--- src/rtl/async_fifo_rd_ctrl_fwft_pkg.sv ---
// ---------------------------------------------------------------------------
// async_fifo_rd_ctrl_fwft_pkg
// Shared definitions for the read side of the async FIFO.
//   BUF_DEPTH  : number of entries in the FWFT output buffer
//   buf_op_e   : per-cycle operation applied to the output buffer,
//                encoded as {push, pop}
// ---------------------------------------------------------------------------
package async_fifo_rd_ctrl_fwft_pkg;

    localparam logic [1:0] BUF_DEPTH = 2'd2;

    typedef enum logic [1:0] {
        BUF_IDLE     = 2'b00,
        BUF_POP      = 2'b01,
        BUF_PUSH     = 2'b10,
        BUF_PUSH_POP = 2'b11
    } buf_op_e;

endpackage

--- src/rtl/bin2gray.sv ---
// ---------------------------------------------------------------------------
// bin2gray
// Combinational binary to gray-code conversion.
//   bin  : binary input value
//   gray : gray-coded output value
// ---------------------------------------------------------------------------
module bin2gray #(
    parameter int WIDTH = 8
) (
    input  logic [WIDTH-1:0] bin,
    output logic [WIDTH-1:0] gray
);

    assign gray = bin ^ (bin >> 1);

endmodule

--- src/rtl/fifo_fwft_out_buf.sv ---
// ---------------------------------------------------------------------------
// fifo_fwft_out_buf
// Two-entry first-word-fall-through output buffer behind a RAM with one
// cycle of read latency.
//   clk       : clock
//   rst       : synchronous active-high reset (drops buffered/in-flight data)
//   issue     : a RAM read is issued this cycle; its data arrives next cycle
//   push_data : RAM read data, captured when a read was issued last cycle
//   pop_ready : consumer ready
//   space     : a new read may be issued without overflowing the buffer
//   m_data    : oldest buffered word (holds last value while empty)
//   m_valid   : buffer holds at least one word
// ---------------------------------------------------------------------------
module fifo_fwft_out_buf
    import async_fifo_rd_ctrl_fwft_pkg::*;
#(
    parameter int DATA_WIDTH = 8
) (
    input  logic                  clk,
    input  logic                  rst,
    input  logic                  issue,
    input  logic [DATA_WIDTH-1:0] push_data,
    input  logic                  pop_ready,
    output logic                  space,
    output logic [DATA_WIDTH-1:0] m_data,
    output logic                  m_valid
);

    logic [1:0]            occ_q, occ_d;
    logic                  in_flight_q, in_flight_d;
    logic [DATA_WIDTH-1:0] head_q, head_d;
    logic [DATA_WIDTH-1:0] tail_q, tail_d;
    logic                  pop_s;
    logic [2:0]            pending_s;
    buf_op_e               op_s;

    assign pop_s = (occ_q != 2'd0) && pop_ready;
    assign op_s  = buf_op_e'({in_flight_q, pop_s});

    // Words held or already on their way, after this cycle's pop. Never
    // negative because a pop requires occ_q >= 1.
    assign pending_s = {1'b0, occ_q} + {2'b00, in_flight_q} - {2'b00, pop_s};
    assign space     = (pending_s < {1'b0, BUF_DEPTH});

    // Next-state for occupancy, entries and the in-flight flag.
    always_comb begin
        occ_d       = occ_q;
        head_d      = head_q;
        tail_d      = tail_q;
        in_flight_d = issue;
        case (op_s)
            BUF_PUSH: begin
                if (occ_q == 2'd0) begin
                    head_d = push_data;
                    occ_d  = 2'd1;
                end else if (occ_q == 2'd1) begin
                    tail_d = push_data;
                    occ_d  = BUF_DEPTH;
                end else begin
                    occ_d  = occ_q;
                end
            end
            BUF_POP: begin
                // With a single entry the head keeps its value so m_data
                // holds the last word while the buffer is empty.
                if (occ_q == BUF_DEPTH) begin
                    head_d = tail_q;
                    occ_d  = 2'd1;
                end else begin
                    occ_d  = 2'd0;
                end
            end
            BUF_PUSH_POP: begin
                if (occ_q == BUF_DEPTH) begin
                    head_d = tail_q;
                    tail_d = push_data;
                end else begin
                    head_d = push_data;
                end
            end
            default: begin
                occ_d = occ_q;
            end
        endcase
    end

    // Buffer state registers.
    always_ff @(posedge clk) begin
        if (rst) begin
            occ_q       <= 2'd0;
            in_flight_q <= 1'b0;
            head_q      <= {DATA_WIDTH{1'b0}};
            tail_q      <= {DATA_WIDTH{1'b0}};
        end else begin
            occ_q       <= occ_d;
            in_flight_q <= in_flight_d;
            head_q      <= head_d;
            tail_q      <= tail_d;
        end
    end

    assign m_data  = head_q;
    assign m_valid = (occ_q != 2'd0);

endmodule

--- src/rtl/gray2bin.sv ---
// ---------------------------------------------------------------------------
// gray2bin
// Combinational gray-code to binary conversion.
//   gray : gray-coded input value
//   bin  : binary output value
// ---------------------------------------------------------------------------
module gray2bin #(
    parameter int WIDTH = 8
) (
    input  logic [WIDTH-1:0] gray,
    output logic [WIDTH-1:0] bin
);

    // Each binary bit is the XOR of all gray bits at or above its position.
    always_comb begin
        bin = {WIDTH{1'b0}};
        for (int i = 0; i < WIDTH; i++) begin
            bin[i] = ^(gray >> i);
        end
    end

endmodule

--- src/rtl/slow2fast_sync_module.sv ---
// ---------------------------------------------------------------------------
// slow2fast_sync_module
// Two-flop synchroniser for a multi-bit gray-coded bus (only one bit changes
// per source update, so per-bit synchronisation is safe).
//   clk   : destination clock
//   rst   : synchronous active-high reset
//   d_in  : asynchronous input bus
//   d_out : synchronised output bus (2 destination edges of latency)
// ---------------------------------------------------------------------------
module slow2fast_sync_module #(
    parameter int WIDTH = 8
) (
    input  logic             clk,
    input  logic             rst,
    input  logic [WIDTH-1:0] d_in,
    output logic [WIDTH-1:0] d_out
);

    logic [WIDTH-1:0] meta_q, meta_d;
    logic [WIDTH-1:0] sync_q, sync_d;

    // Next-state for the two synchroniser stages.
    always_comb begin
        meta_d = d_in;
        sync_d = meta_q;
    end

    // Synchroniser flops.
    always_ff @(posedge clk) begin
        if (rst) begin
            meta_q <= {WIDTH{1'b0}};
            sync_q <= {WIDTH{1'b0}};
        end else begin
            meta_q <= meta_d;
            sync_q <= sync_d;
        end
    end

    assign d_out = sync_q;

endmodule

--- src/rtl/async_fifo_rd_ctrl_fwft.sv ---
// ---------------------------------------------------------------------------
// async_fifo_rd_ctrl_fwft
// Read-side controller of the async FIFO, running in the read clock domain.
//   rd_clk, rd_rst : read clock, synchronous active-high reset
//   wraddr_gray    : gray write pointer from the write domain
//   rdaddr         : binary read pointer (RAM address = low bits)
//   rdaddr_gray    : registered gray read pointer for the write side
//   ram_rd_en      : RAM read strobe (data returns one cycle later)
//   ram_rd_data    : RAM read data
//   m_data/m_valid/m_ready : FWFT output handshake
//   empty          : no word available to the consumer
//   prog_empty     : RAM word count at or below PROG_EMPTY_THRESH
//   rd_count       : unread words still in RAM
// ---------------------------------------------------------------------------
module async_fifo_rd_ctrl_fwft #(
    parameter int RAM_ADDR_WIDTH    = 8,
    parameter int DATA_WIDTH        = 8,
    parameter int PROG_EMPTY_THRESH = 4
) (
    input  logic                      rd_clk,
    input  logic                      rd_rst,
    input  logic [RAM_ADDR_WIDTH-1:0] wraddr_gray,
    output logic [RAM_ADDR_WIDTH-1:0] rdaddr,
    output logic [RAM_ADDR_WIDTH-1:0] rdaddr_gray,
    output logic                      ram_rd_en,
    input  logic [DATA_WIDTH-1:0]     ram_rd_data,
    output logic [DATA_WIDTH-1:0]     m_data,
    output logic                      m_valid,
    input  logic                      m_ready,
    output logic                      empty,
    output logic                      prog_empty,
    output logic [RAM_ADDR_WIDTH-1:0] rd_count
);

    localparam logic [RAM_ADDR_WIDTH-1:0] THRESH  = RAM_ADDR_WIDTH'(PROG_EMPTY_THRESH);
    localparam logic [RAM_ADDR_WIDTH-1:0] PTR_ONE = {{(RAM_ADDR_WIDTH-1){1'b0}}, 1'b1};

    logic [RAM_ADDR_WIDTH-1:0] wr_gray_sync_s;
    logic [RAM_ADDR_WIDTH-1:0] wr_bin_q, wr_bin_d;
    logic [RAM_ADDR_WIDTH-1:0] rdaddr_q, rdaddr_d;
    logic [RAM_ADDR_WIDTH-1:0] rdaddr_gray_q, rdaddr_gray_d;
    logic                      ram_empty_s;
    logic                      space_s;
    logic                      ram_rd_en_s;
    logic                      m_valid_s;

    slow2fast_sync_module #(.WIDTH(RAM_ADDR_WIDTH)) u_wr_sync (
        .clk   (rd_clk),
        .rst   (rd_rst),
        .d_in  (wraddr_gray),
        .d_out (wr_gray_sync_s)
    );

    gray2bin #(.WIDTH(RAM_ADDR_WIDTH)) u_wr_g2b (
        .gray (wr_gray_sync_s),
        .bin  (wr_bin_d)
    );

    bin2gray #(.WIDTH(RAM_ADDR_WIDTH)) u_rd_b2g (
        .bin  (rdaddr_q),
        .gray (rdaddr_gray_d)
    );

    // The wrap bit makes equal pointers mean empty and the plain modular
    // difference the word count.
    assign ram_empty_s = (rdaddr_q == wr_bin_q);
    assign rd_count    = wr_bin_q - rdaddr_q;
    assign prog_empty  = (rd_count <= THRESH);
    assign ram_rd_en_s = !ram_empty_s && space_s;

    // Read pointer advances on every issued RAM read.
    always_comb begin
        if (ram_rd_en_s) begin
            rdaddr_d = rdaddr_q + PTR_ONE;
        end else begin
            rdaddr_d = rdaddr_q;
        end
    end

    // Pointer registers.
    always_ff @(posedge rd_clk) begin
        if (rd_rst) begin
            wr_bin_q      <= {RAM_ADDR_WIDTH{1'b0}};
            rdaddr_q      <= {RAM_ADDR_WIDTH{1'b0}};
            rdaddr_gray_q <= {RAM_ADDR_WIDTH{1'b0}};
        end else begin
            wr_bin_q      <= wr_bin_d;
            rdaddr_q      <= rdaddr_d;
            rdaddr_gray_q <= rdaddr_gray_d;
        end
    end

    fifo_fwft_out_buf #(.DATA_WIDTH(DATA_WIDTH)) u_out_buf (
        .clk       (rd_clk),
        .rst       (rd_rst),
        .issue     (ram_rd_en_s),
        .push_data (ram_rd_data),
        .pop_ready (m_ready),
        .space     (space_s),
        .m_data    (m_data),
        .m_valid   (m_valid_s)
    );

    assign rdaddr      = rdaddr_q;
    assign rdaddr_gray = rdaddr_gray_q;
    assign ram_rd_en   = ram_rd_en_s;
    assign m_valid     = m_valid_s;
    assign empty       = !m_valid_s;

endmodule

--- config.mk ---
export PLATFORM = sky130hd
export DESIGN_NAME = async_fifo_rd_ctrl_fwft
export DESIGN_NICKNAME = d
export VERILOG_FILES = /design/src/rtl/async_fifo_rd_ctrl_fwft_pkg.sv /design/src/rtl/bin2gray.sv /design/src/rtl/fifo_fwft_out_buf.sv /design/src/rtl/gray2bin.sv /design/src/rtl/slow2fast_sync_module.sv /design/src/rtl/async_fifo_rd_ctrl_fwft.sv
export SDC_FILE = /design/constraint.sdc
export NUM_CORES = 1
export LEC_CHECK = 0
export CORE_ASPECT_RATIO = 0.8
export CORE_MARGIN = 2
export CORE_UTILIZATION = 55
export CTS_BUF_LIST = sky130_fd_sc_hd__clkbuf_2 sky130_fd_sc_hd__clkbuf_4 sky130_fd_sc_hd__clkbuf_8
export DETAILED_ROUTE_END_ITERATION = 10
export PLACE_DENSITY = 0.95
export SLEW_MARGIN = 20
export SYNTH_ARGS = -nofsm -noshare
export SYNTH_HDL_FRONTEND = slang
export SYNTH_SLANG_ARGS = --single-unit
--- constraint.sdc ---
create_clock -name rd_clk -period 4.1 [get_ports rd_clk]
set_input_delay 1.025 -clock rd_clk [delete_from_list [all_inputs] [get_ports rd_clk]]
set_output_delay 1.025 -clock rd_clk [all_outputs]
set_load 0.02 [all_outputs]
# Yosys cells after proc, flatten, opt, wreduce, memory -nomap -nowiden
# Cells that the tools add are included.
# op_classes
addsub	4
magnitude_cmp	2
n_eq_ne	12
n_mux	12
bitwise_logic	1
reduce_logical	20
# op_table
operator	count
$reduce_xor A8 Y1	8
$mux W8	6
$pmux W8 S3	1
$pmux W8 S2	1
$add A8 B1 Y8 const B	1
$eq A8 B8 Y1	1
$le A8 B3 Y1 const B	1
$ne A2 B1 Y1 const B	4
$sub A8 B8 Y8	1
$xor A8 B7 Y8	1
$eq A2 B2 Y1 const B	3
$reduce_bool A2 Y1	3
$eq A2 B1 Y1 const B	2
$mux W2	2
$pmux W2 S2	1
$reduce_and A4 Y1	1
$add A2 B1 Y3	1
$lt A3 B2 Y1 const B	1
$ne A3 B1 Y1 const B	1
$reduce_and A3 Y1	1
$reduce_bool A3 Y1	1
$sub A3 B1 Y3	1
$logic_and A1 B1 Y1	2
$logic_not A1 Y1	2
other kinds (4)	4
# word_totals
regBits	59
out_inout_bits	36
wordCells	60

# Logic depth before layout (Yosys ltp)
# depth
depth_word	5
ltp_mapped	13
depth_no_buf	12

# By module
# Synthesis repeated with hierarchy kept, for this count alone.
# hier_totals
hier_cells	291
area_unflattened_um2	2982.9
# modules_own_cells
mod	instances	cells_per_inst	area_each_um2
fifo_fwft_out_buf	1	119	1201.2
async_fifo_rd_ctrl_fwft	1	121	1123.6
slow2fast_sync_module	1	33	464.2
gray2bin	1	10	125.1
bin2gray	1	8	68.8

# Worst setup path after synthesis
# No wires, ideal clock.
# synth_path
path_type	register -> output
from	register rdaddr_q[1], in the netlist rdaddr[1]
to	output prog_empty
arrival_time_ns	2.525
path_slack_ns	0.550
stages_incl_launch_ff	9
path_buffers	0
path_cell_list	dfxtp_1 inv_1 ha_1 nor2b_1 o21ai_0 a21oi_1 a211oi_1 xor2_1 nor4_1
# synth_via
elab_chain_len	2
# synth_lines
item	line	text
start: declaration	async_fifo_rd_ctrl_fwft.sv:40	logic [RAM_ADDR_WIDTH-1:0] rdaddr_q, rdaddr_d;
start signal: assignment	async_fifo_rd_ctrl_fwft.sv:84	rdaddr_q <= {RAM_ADDR_WIDTH{1'b0}};
start signal: assignment	async_fifo_rd_ctrl_fwft.sv:88	rdaddr_q <= rdaddr_d;
$sub A8 B8 Y8	async_fifo_rd_ctrl_fwft.sv:67	assign rd_count = wr_bin_q - rdaddr_q;
net rd_count[7]	async_fifo_rd_ctrl_fwft.sv:32	output logic [RAM_ADDR_WIDTH-1:0] rd_count
$le A8 B3 Y1	async_fifo_rd_ctrl_fwft.sv:68	assign prog_empty = (rd_count <= THRESH);
end: declaration	async_fifo_rd_ctrl_fwft.sv:31	output logic prog_empty,
# The timed path passes the listed nets, and every way through them passes these cells.

# Worst setup path in the final report
# layout_path
from	input m_ready
to	output ram_rd_en
# layout_via
elab_chain_len	4
# layout_lines
item	line	text
start: declaration	async_fifo_rd_ctrl_fwft.sv:29	input logic m_ready,
$logic_and A1 B1 Y1	fifo_fwft_out_buf.sv:37	assign pop_s = (occ_q != 2'd0) && pop_ready;
$sub A3 B1 Y3	fifo_fwft_out_buf.sv:42	assign pending_s = {1'b0, occ_q} + {2'b00, in_flight_q} - {2'b00, pop_s};
$lt A3 B2 Y1	fifo_fwft_out_buf.sv:43	assign space = (pending_s < {1'b0, BUF_DEPTH});
$logic_and A1 B1 Y1	async_fifo_rd_ctrl_fwft.sv:69	assign ram_rd_en_s = !ram_empty_s && space_s;
end: declaration	async_fifo_rd_ctrl_fwft.sv:25	output logic ram_rd_en,
# No other way between the ends.

==> impl_metrics.tcl <==
set metrics [dict create \
    r2r-end "rdaddr[7]$_SDFFE_PP0P_" \
    postSynth.asyncResetShare 0 \
    r2r_cells 13 \
    min_period_ns 3.99 \
    rrSetupSlack_ns 1.06 \
    yosys.area.top_type "dfxtp_1" \
    clk_pin_slew_ns 0.07 \
    routed_wl_mm 5.94 \
    grt_overflow 0 \
    ys_seq_area_frac 0.447 \
    diodes 0 \
    drv_slew 0 \
    fin_util 0.759 \
    ys_ff_latch 59 \
    synth_cell_types 36 \
    clk_path_buf_depth 2 \
    synth.most_common_cell "dfxtp_1" \
    wl_per_cell_um 14.9 \
    rsz0062_at_grt "false" \
    synth.net_count 312 \
    antenna_found_initial 0 \
    via_per_inst 5.25 \
    die_h_um 66.0 \
    areaGrowthSynthToFinish_pct 32.0 \
    syn_inst 273 \
    ir_worst_vdd_mv 0.362 \
    synth.area.top_cells "dfxtp_1 45%, ha_1 8.5%, nor2b_1 6.9%" \
    slowest_stage "clkdlybuf4s50_1" \
    h-tree-depth 3 \
    ys.flop_type "dfxtp_1" \
    drc_errors 0 \
    dieArea_um2 5380 \
    grt_pass1_vias 2096 \
    clk_latency_ns 0.34 \
    dp_hpwl_mm 4.03 \
    cp.required_ns 3.07 \
    netlist_top_cells_count "59 x dfxtp_1, 38 x nor2_1, 29 x nor2b_1" \
    cts_buffers 9 \
    track_usage 0.249 \
    start_util 0.575 \
    cts.sink_count 59 \
    numPortBuffers 54 \
    fin_ws_ns 0.115 \
    coreArea_um2 4600 \
    syn_area_per_cell_um2 9.68 \
    hold_depth 1 \
    hold_path_end "u_wr_sync.d_out[0]$_SDFF_PP0_" \
    die_w_um 81.5 \
    hp-start "u_wr_sync.meta_q[0]$_SDFF_PP0_" \
    crit_arrival_ns 2.96 \
    worstReg2RegStart "u_out_buf.occ_q[1]$_SDFFE_PP0P_" \
    tritoncts "done" \
    finalSetupViolCount 0 \
    fin_crit_sh 0.972 \
    hold_class "register to register" \
    cts_root_buffer "clkbuf_8" \
    power-per-cell-area_nw_per_um2 696 \
    synth_edf_count 0 \
    endpoint_kind "output port" \
    cap_violations 0 \
    hold_buffers 0 \
    drt.antenna.violating_nets 0 \
    rows 22 \
    gp_congestion 0.865 \
    worst_slew_pin_slew_ns 0.547 \
    drive_gt1_frac 0.0973 \
    fmax_ghz 0.251 \
    crit_chain "clkdlybuf4s50_1 > nand2_1 > inv_1 > ha_1 > nor2_1 > fa_1 > xnor2_2 > nor3_4 > clkbuf_2" \
    slowest_delay_ns 0.43 \
    startpoint_type "input pin" \
    vias 2093 \
    grt_first_pass_wirelength_mm 9.74 \
    grt_max_degree 32 \
    finClkSkew_ns 0.00606 \
    ios 55 \
    place_ws_ns -0.260 \
    status "complete, no violations" \
    relSlewSlack 0.635 \
    fin_nets 373 \
    first_iter_violations 161 \
    drt_pass1_iterations 4 \
    hold_violations 0 \
    synth_top_area_share 0.447 \
    worstSetupPathType "input pin to output port" \
    yosys_warnings 0 \
    total_leakage_power_nw 1.51 \
    syn-cell-area_um2 2640 \
    cp_max_fo 2 \
]
## cell type report
cell class                 instances  area (um2)
multi-input combinational        183        1350
clock buffer                      10         138
sequential                        59        1180
clock inverter                     6        88.8
timing repair buffer              61         586
tap                               60        75.1
inverter                          20        75.1
fill                             285        1110
## routing by layer
layer,part of all wire,vias to the layer above,global-route usage
li1,-,1026,-
met1,0.42,972,0.282
met2,0.49,77,0.408
met3,0.069,18,0.0929
met4,0.025,0,0.125
met5,0,-,0
## registers in the layout, summed over array words and instances (netlist names), 2 cells and up
signal and count:
rdaddr 8, rdaddr_gray 8, u_out_buf.m_data 8, u_out_buf.occ_q 2, u_out_buf.tail_q 8, u_wr_sync.d_out 8, u_wr_sync.meta_q 8, wr_bin_q 8
## report_power, final
part / leakage (nW) / total, mW / internal [mW] / switching (mW)
Clock: 0.108 / 0.587 / 0.358 / 0.229
Sequential: 0.484 / 0.727 / 0.665 / 0.0617
Combinational: 0.914 / 1.12 / 0.495 / 0.621
## repair_timing
action,CTS,global route
endpoints found under the hold margin,0,0
pin swaps,0,0
endpoints found under the setup margin,1,2
setup buffers,0,0
resized for setup,3,2
## cells by family (layout without fill, tap and decap cells)
group / Yosys count / count (layout) / share of synthesized area
buffers and inverters: 31 / 97 / 0.0469
AO/OA/AOI/OAI: 38 / 38 / 0.0980
flip-flops: 59 / 59 / 0.447
XOR/XNOR: 20 / 20 / 0.0772
AND/OR/NAND/NOR: 93 / 93 / 0.185
adder cells (fa/ha/maj): 20 / 20 / 0.100
multiplexers: 12 / 12 / 0.0459
## through the flow
stage	hold slack [ns]	power, mW	std cells	area (um2)	TNS (ns)
6_report	0.441	2.43	399	3490	0
5_1_grt	0.456	2.57	399	3490	0
4_1_cts	0.440	2.44	399	3490	0
3_5_place_dp	0.421	1.83	383	3260	-0.260
3_3_place_gp	0.416	1.78	383	3260	-0.225
2_1_floorplan	0.414	1.40	273	2640	0
## worst max path at each step
stage                 endpoint  cells after the start              startpoint  slack, ns
floorplan           prog_empty                      8  rdaddr[1]$_SDFFE_PP0P_       0.55
global placement     ram_rd_en                      8                 m_ready      -0.22
detailed placement   ram_rd_en                      8                 m_ready      -0.26
CTS                  ram_rd_en                      9                 m_ready       0.02
global route         ram_rd_en                      9                 m_ready       0.04
finish               ram_rd_en                      9                 m_ready       0.11
## placed cells by master (no fill, tap or decap), drive strengths merged
cell           netlist  final
a221oi               1      1
a21boi               2      2
nand3                4      4
nand2                8      8
o21bai               2      2
a211oi               9      9
xnor2               14     14
mux2i               11     11
dfxtp               59     59
nor3b                1      1
xnor3                1      1
nor2b               29     29
nor3                 5      5
fa                   2      2
dlymetal6s2s         0      1
clkdlybuf4s50        0     51
nand2b               2      2
nor2                39     39
nor4                 2      2
mux2                 1      1
clkbuf               7     11
inv                 20     20
ha                  18     18
xor2                 5      5
a21oi                8      8
clkinv               0      2
a22oi                8      8
o21ai                6      6
bufinv               0      2
o32a                 1      1
buf                  4      8
a211o                1      1
nand4                3      3
clkinvlp             0      2
## critical path, delay by kind of cell
family        cells  cell delay [ns]
fa+ha+maj         2             0.70
buf+inv           3             0.68
simple gates      3             0.35
xor+xnor          1             0.20
(Power assumes the default switching activity.)
